`src/rtl/dcsformer_pkg.sv`:
```
// Shared types and frame geometry for the DCSformer sequencer.
// Index widths are derived here so the datapath and controller agree on them.
package dcsformer_pkg;

  typedef enum logic [2:0] {
    IDLE,
    LOAD,
    DRAIN,
    WLOAD,
    WDRAIN,
    OUT,
    CLEAR
  } state_t;

  localparam int ROWS  = 8;
  localparam int COLS  = 16;
  localparam int WCNT  = 8;

  localparam int ROW_W = $clog2(ROWS);
  localparam int COL_W = $clog2(COLS);
  localparam int OUT_W = $clog2(WCNT);

endpackage

```
`src/rtl/dcs_delay_line.sv`:
```
// Fixed-depth shift register, cleared by reset.
// Aligns load-side strobes with the datapath's accumulate stage.
module dcs_delay_line #(
  parameter int DEPTH = 2,
  parameter int WIDTH = 1
) (
  input  logic             clk,
  input  logic             rst_n,
  input  logic [WIDTH-1:0] d,
  output logic [WIDTH-1:0] q
);

  logic [WIDTH-1:0] stage [DEPTH];

  always_ff @(posedge clk or negedge rst_n) begin
    if (!rst_n) begin
      for (int i = 0; i < DEPTH; i++) stage[i] <= '0;
    end else begin
      stage[0] <= d;
      for (int i = 1; i < DEPTH; i++) stage[i] <= stage[i-1];
    end
  end

  assign q = stage[DEPTH-1];

endmodule

```
`src/rtl/dcsformer_seq_ctrl.sv`:
```
// Frame sequencer for the DCSformer datapath: sample load, weight load,
// output drain and clear, plus the per-cycle datapath enables and indices.
module dcsformer_seq_ctrl #(
  parameter int ROWS   = dcsformer_pkg::ROWS,
  parameter int COLS   = dcsformer_pkg::COLS,
  parameter int WCNT   = dcsformer_pkg::WCNT,
  parameter int DP_LAT = 2
) (
  input  logic                    clk,
  input  logic                    rst_n,
  input  logic                    i_valid,
  input  logic                    w_valid,
  input  logic                    o_ready,
  output logic                    w_ready,
  output logic                    o_valid,
  output logic                    busy,
  output logic                    err_drop,
  output logic                    dp_load_en,
  output logic [$clog2(ROWS)-1:0] dp_row_idx,
  output logic [$clog2(COLS)-1:0] dp_col_idx,
  output logic                    dp_acc_en,
  output logic                    dp_acc_first,
  output logic                    dp_w_en,
  output logic [$clog2(WCNT)-1:0] dp_out_sel,
  output logic                    dp_clear
);

  import dcsformer_pkg::*;

  localparam int RW = $clog2(ROWS);
  localparam int CW = $clog2(COLS);
  localparam int OW = $clog2(WCNT);

  localparam logic [RW-1:0] ROW_LAST    = RW'(ROWS - 1);
  localparam logic [CW-1:0] COL_LAST    = CW'(COLS - 1);
  localparam logic [OW-1:0] WORD_LAST   = OW'(WCNT - 1);
  localparam logic [2:0]    DRAIN_LAST  = 3'(DP_LAT - 1);
  localparam logic [2:0]    WDRAIN_LAST = 3'(DP_LAT);

  state_t        state;
  logic [RW-1:0] row_cnt;
  logic [CW-1:0] col_cnt;
  logic [OW-1:0] w_cnt;
  logic [OW-1:0] out_cnt;
  logic [2:0]    wait_cnt;
  logic          load_window;
  logic          i_drop;
  logic          w_drop;
  logic [1:0]    acc_d;
  logic [1:0]    acc_q;

  // w_ready is high exactly while in WLOAD, so it doubles as the weight window.
  assign load_window = (state == IDLE) || (state == LOAD);
  assign dp_load_en  = i_valid && load_window;
  assign dp_w_en     = w_valid && w_ready;
  assign i_drop      = i_valid && !load_window;
  assign w_drop      = w_valid && !w_ready;
  assign dp_row_idx  = row_cnt;
  assign dp_col_idx  = col_cnt;
  assign dp_out_sel  = out_cnt;

  assign acc_d        = {dp_load_en, dp_load_en && (col_cnt == '0)};
  assign dp_acc_en    = acc_q[1];
  assign dp_acc_first = acc_q[0];

  dcs_delay_line #(.DEPTH(DP_LAT), .WIDTH(2)) u_acc_dly (
    .clk   (clk),
    .rst_n (rst_n),
    .d     (acc_d),
    .q     (acc_q)
  );

  always_ff @(posedge clk or negedge rst_n) begin
    if (!rst_n) begin
      state    <= IDLE;
      row_cnt  <= '0;
      col_cnt  <= '0;
      w_cnt    <= '0;
      out_cnt  <= '0;
      wait_cnt <= '0;
      w_ready  <= 1'b0;
      o_valid  <= 1'b0;
      busy     <= 1'b0;
      err_drop <= 1'b0;
      dp_clear <= 1'b0;
    end else begin
      err_drop <= i_drop || w_drop;
      case (state)
        IDLE, LOAD: begin
          if (i_valid) begin
            busy  <= 1'b1;
            state <= LOAD;
            if (col_cnt == COL_LAST) begin
              col_cnt <= '0;
              if (row_cnt == ROW_LAST) begin
                row_cnt  <= '0;
                wait_cnt <= '0;
                state    <= DRAIN;
              end else begin
                row_cnt <= row_cnt + 1'b1;
              end
            end else begin
              col_cnt <= col_cnt + 1'b1;
            end
          end
        end
        DRAIN: begin
          if (wait_cnt == DRAIN_LAST) begin
            wait_cnt <= '0;
            w_ready  <= 1'b1;
            state    <= WLOAD;
          end else begin
            wait_cnt <= wait_cnt + 1'b1;
          end
        end
        WLOAD: begin
          if (w_valid) begin
            if (w_cnt == WORD_LAST) begin
              w_cnt   <= '0;
              w_ready <= 1'b0;
              state   <= WDRAIN;
            end else begin
              w_cnt <= w_cnt + 1'b1;
            end
          end
        end
        WDRAIN: begin
          if (wait_cnt == WDRAIN_LAST) begin
            wait_cnt <= '0;
            o_valid  <= 1'b1;
            state    <= OUT;
          end else begin
            wait_cnt <= wait_cnt + 1'b1;
          end
        end
        OUT: begin
          if (o_ready) begin
            if (out_cnt == WORD_LAST) begin
              out_cnt  <= '0;
              o_valid  <= 1'b0;
              dp_clear <= 1'b1;
              state    <= CLEAR;
            end else begin
              out_cnt <= out_cnt + 1'b1;
            end
          end
        end
        CLEAR: begin
          dp_clear <= 1'b0;
          busy     <= 1'b0;
          state    <= IDLE;
        end
        default: state <= IDLE;
      endcase
    end
  end

endmodule

```
`config.mk`:
```
export PLATFORM = sky130hd
export DESIGN_NAME = dcsformer_seq_ctrl
export DESIGN_NICKNAME = d
export VERILOG_FILES = /design/src/rtl/dcsformer_pkg.sv /design/src/rtl/dcs_delay_line.sv /design/src/rtl/dcsformer_seq_ctrl.sv
export SDC_FILE = /design/constraint.sdc
export NUM_CORES = 1
export LEC_CHECK = 0
export ABC_AREA = 0
export BUFFER_PORTS_ARGS = -buffer_cell sky130_fd_sc_hd__buf_2
export CAP_MARGIN = 10
export CELL_PAD_IN_SITES_DETAIL_PLACEMENT = 1
export CELL_PAD_IN_SITES_GLOBAL_PLACEMENT = 1
export CORE_AREA = 2 2 77 79
export DETAILED_ROUTE_END_ITERATION = 8
export DIE_AREA = 0 0 79 81
export GPL_ROUTABILITY_DRIVEN = 0
export PLACE_DENSITY_LB_ADDON = 0.1
export SYNTH_ARGS = -nofsm -noshare
export SYNTH_HDL_FRONTEND = slang
export SYNTH_SLANG_ARGS = --single-unit
```
`constraint.sdc`:
```
create_clock -name clk -period 1.67 [get_ports clk]
set_input_delay 0.0835 -clock clk [delete_from_list [all_inputs] [get_ports clk]]
set_output_delay 0.0835 -clock clk [all_outputs]
set_load 0.01 [all_outputs]
```
==> results.py <==
metrics = {
    "yosys": {
        "synth_ff_type": "dfrtp_1",
        "synth-edff-count": 0,
        "synth.yosys.warnings": 0,
        "synth-seq-cells": 28,
        "seq_area_frac_synth_pct": 50.4,
        "synth.cell_area_mm2": 0.00139,
        "asyncSetResetFlopFracSynth_pct": 100,
        "synth_area_per_cell_um2": 11.1,
        "synthesis.nets": 138,
        "synth_cell_types": 39,
        "netlist_instances": 125,
    },
    "die": {
        "initial_core_util_pct": 24.5,
        "core-area_mm2": 0.00568,
        "io-pin-count": 24,
        "die-area_mm2": 0.00640,
        "num_rows": 28,
        "floorplan.die.width_um": 79,
        "die_height_um": 81,
    },
    "sta": {
        "fin_crit_sh_pct": 95.6,
        "setup_viol": 0,
        "fin_setup_tns_ns": 0,
        "skew_ns": 0.00410,
        "pin_slew_with_the_least_headroom_to_its_limit_ns": 0.666,
        "timing_max_transition_violations_final": 0,
        "final_hold_viol_count": 0,
        "achievable-frequency_mhz": 626,
        "rsz0062_at_grt": "yes",
        "period_needed_ns": 1.60,
        "slew_headroom_pct": 55.6,
    },
    "critical_path": {
        "crit_required_ns": 1.59,
        "worst_ep_arrival_time_ns": 1.51,
        "max_fanout_on_critical_path": 6,
        "r2r_cells": 5,
        "crit_path_start_kind": "register",
        "critPathCaptureType": "output port",
        "path_class": "reg -> out",
    },
    "hold_path": {
        "hold_crit_depth": 3,
        "hold_class": "in -> reg",
    },
    "grt": {
        "grt_antenna_before_repair": 0,
        "first_global_vias": 1149,
        "maximum_number_of_pins_on_one_net_before_global_route_repair": 29,
        "grt_overflow": 0,
        "groute.usage.overall_pct": 10.9,
        "first_pass_grt_wire_length_mm": 5.35,
    },
    "layout": {
        "commonest_cells_after_routing_fill_and_taps_aside": "dfrtp_1 (28), buf_2 (23), buf_4 (11), nand2_1 (10), o21ai_0 (9)",
        "flow.area_growth_from_synthesis_pct": 25.3,
        "finish.net_count": 174,
        "postLayoutCoreUtil_pct": 30.7,
        "total_inserted_antenna_cells": 0,
        "layout_cells_sized_above_1_pct": 35.0,
        "leading_cell_type_in_the_layout_fill_and_taps_excluded": "dfrtp_1",
    },
    "power": {
        "powerDensity_mw_per_mm2": 1480,
        "irDropWorstVdd_uv": 409,
        "cellLeakagePower_uw": 0.000846,
    },
    "place": {
        "port_buffers": 23,
        "dp_hpwl_mm": 2.47,
    },
    "cts": {
        "tritoncts.num_buffers": 3,
        "cts_htree_levels": 1,
        "cts_sink_cnt": 28,
        "worst_skew_pair.late_latency_ns": 0.28,
        "cts_tree": "yes",
        "cts_root_buffer": "clkbuf_8",
        "clk_pin_slew_ns": 0.10,
        "cts_max_path_buffers": 2,
    },
    "detailed_routing": {
        "ant_nets": 0,
        "detailedRoute.firstPassIterationCount": 4,
        "vias": 1085,
        "vias_per_cell": 4.62,
        "routed_wl_mm": 3.24,
        "dr.first_iter.drc_count": 38,
        "route.detailed.drc": 0,
        "average_wire_per_cell_in_the_routed_design_um": 13.8,
    },
    "run_status": {
        "result_of_the_run": "finished clean",
    },
    "flow_run": {
        "max-cap-violations": 0,
    },
}
registers in the layout, indices dropped and copies added, names as in the netlist, 2 cells and up:
signal,count
wait_cnt,3
dp_out_sel,3
dp_col_idx,4
w_cnt,3
u_acc_dly.stage,2
dp_row_idx,3
state,3
u_acc_dly.q,2
worst max-delay path, cell delays in order (launching register included):
cell	delay [ns]
dfrtp_1	0.40
or3b_4	0.44
buf_4	0.18
inv_2	0.08
buf_2	0.13
area by class of cell:
cell class              count  area [um^2]
repair buffers             35          208
inverters                   8         30.0
fillers                   669         3930
clock buffers               4         55.1
flip-flops and latches     28          701
well taps                  75         93.8
multi-input cells          85          654
power breakdown:
part | leakage, uW | switching, uW | total, uW | internal (uW)
Sequential | 0.000350 | 191 | 1080 | 885
Clock | 0.0000288 | 217 | 428 | 212
Combinational | 0.000468 | 569 | 1070 | 503
Total | 0.000846 | 977 | 2580 | 1600
metal layers:
metal	part of all wire (%)	routed length, um	vias to the layer above	track usage [%]
met2	52	1700	18	20.0
met3	3.2	105	6	2.11
met1	43	1390	541	12.5
met4	1.5	49	0	4.14
met5	0	0	-	0
li1	-	-	520	-
Yosys cell counts (all sizes together) (4+ instances only):
master  count  area share (%)
nand3       5             2.7
nor3        5             1.8
a21oi       5             2.1
nor2        4             2.3
nand2      10             2.7
inv         8             2.2
dfrtp      28              50
nor3b       4             2.2
o21ai       9             3.2
ha          8             7.2
mux2        7             5.7
kinds of logic after synthesis:
kind of cell    synth area share, %
compound gates                 14.2
xor+xnor                      0.630
fa+ha+maj                      7.20
buf+inv                        3.96
flops                          50.4
mux                            6.39
simple gates                   17.2
worst paths after layout:
path	startpoint	slack (ns)	to
max	state[2]	0.07	dp_load_en
min	w_valid	0.08	err_drop
max reg2reg	state[1]	0.09	wait_cnt[1]
min reg2reg	u_acc_dly.stage[3]	0.36	u_acc_dly.q[1]
max in group asynchronous	rst_n	0.87	busy
min in group asynchronous	rst_n	0.37	wait_cnt[2]
stage by stage:
step / setup slack, ns / hold slack [ns] / cell area (um^2) / power, uW / instances
floorplan: 0.103 / -0.212 / 1390 / 1700 / 125
global placement: 0.130 / 0.151 / 1650 / 2100 / 229
detailed placement: 0.120 / 0.169 / 1650 / 2150 / 229
CTS: 0.0474 / 0.0801 / 1720 / 2620 / 235
global route: 0.000354 / 0.101 / 1740 / 2800 / 235
finish: 0.0734 / 0.0797 / 1740 / 2580 / 235
what timing repair did:
action                                  4_1_cts  5_1_grt
buffers inserted                              1        0
endpoints found under the hold margin        28        0
endpoints found under the setup margin        1        5
resized for setup                             2        4
hold buffers                                  1        0
Note: power is estimated with default switching activity, not from simulation.
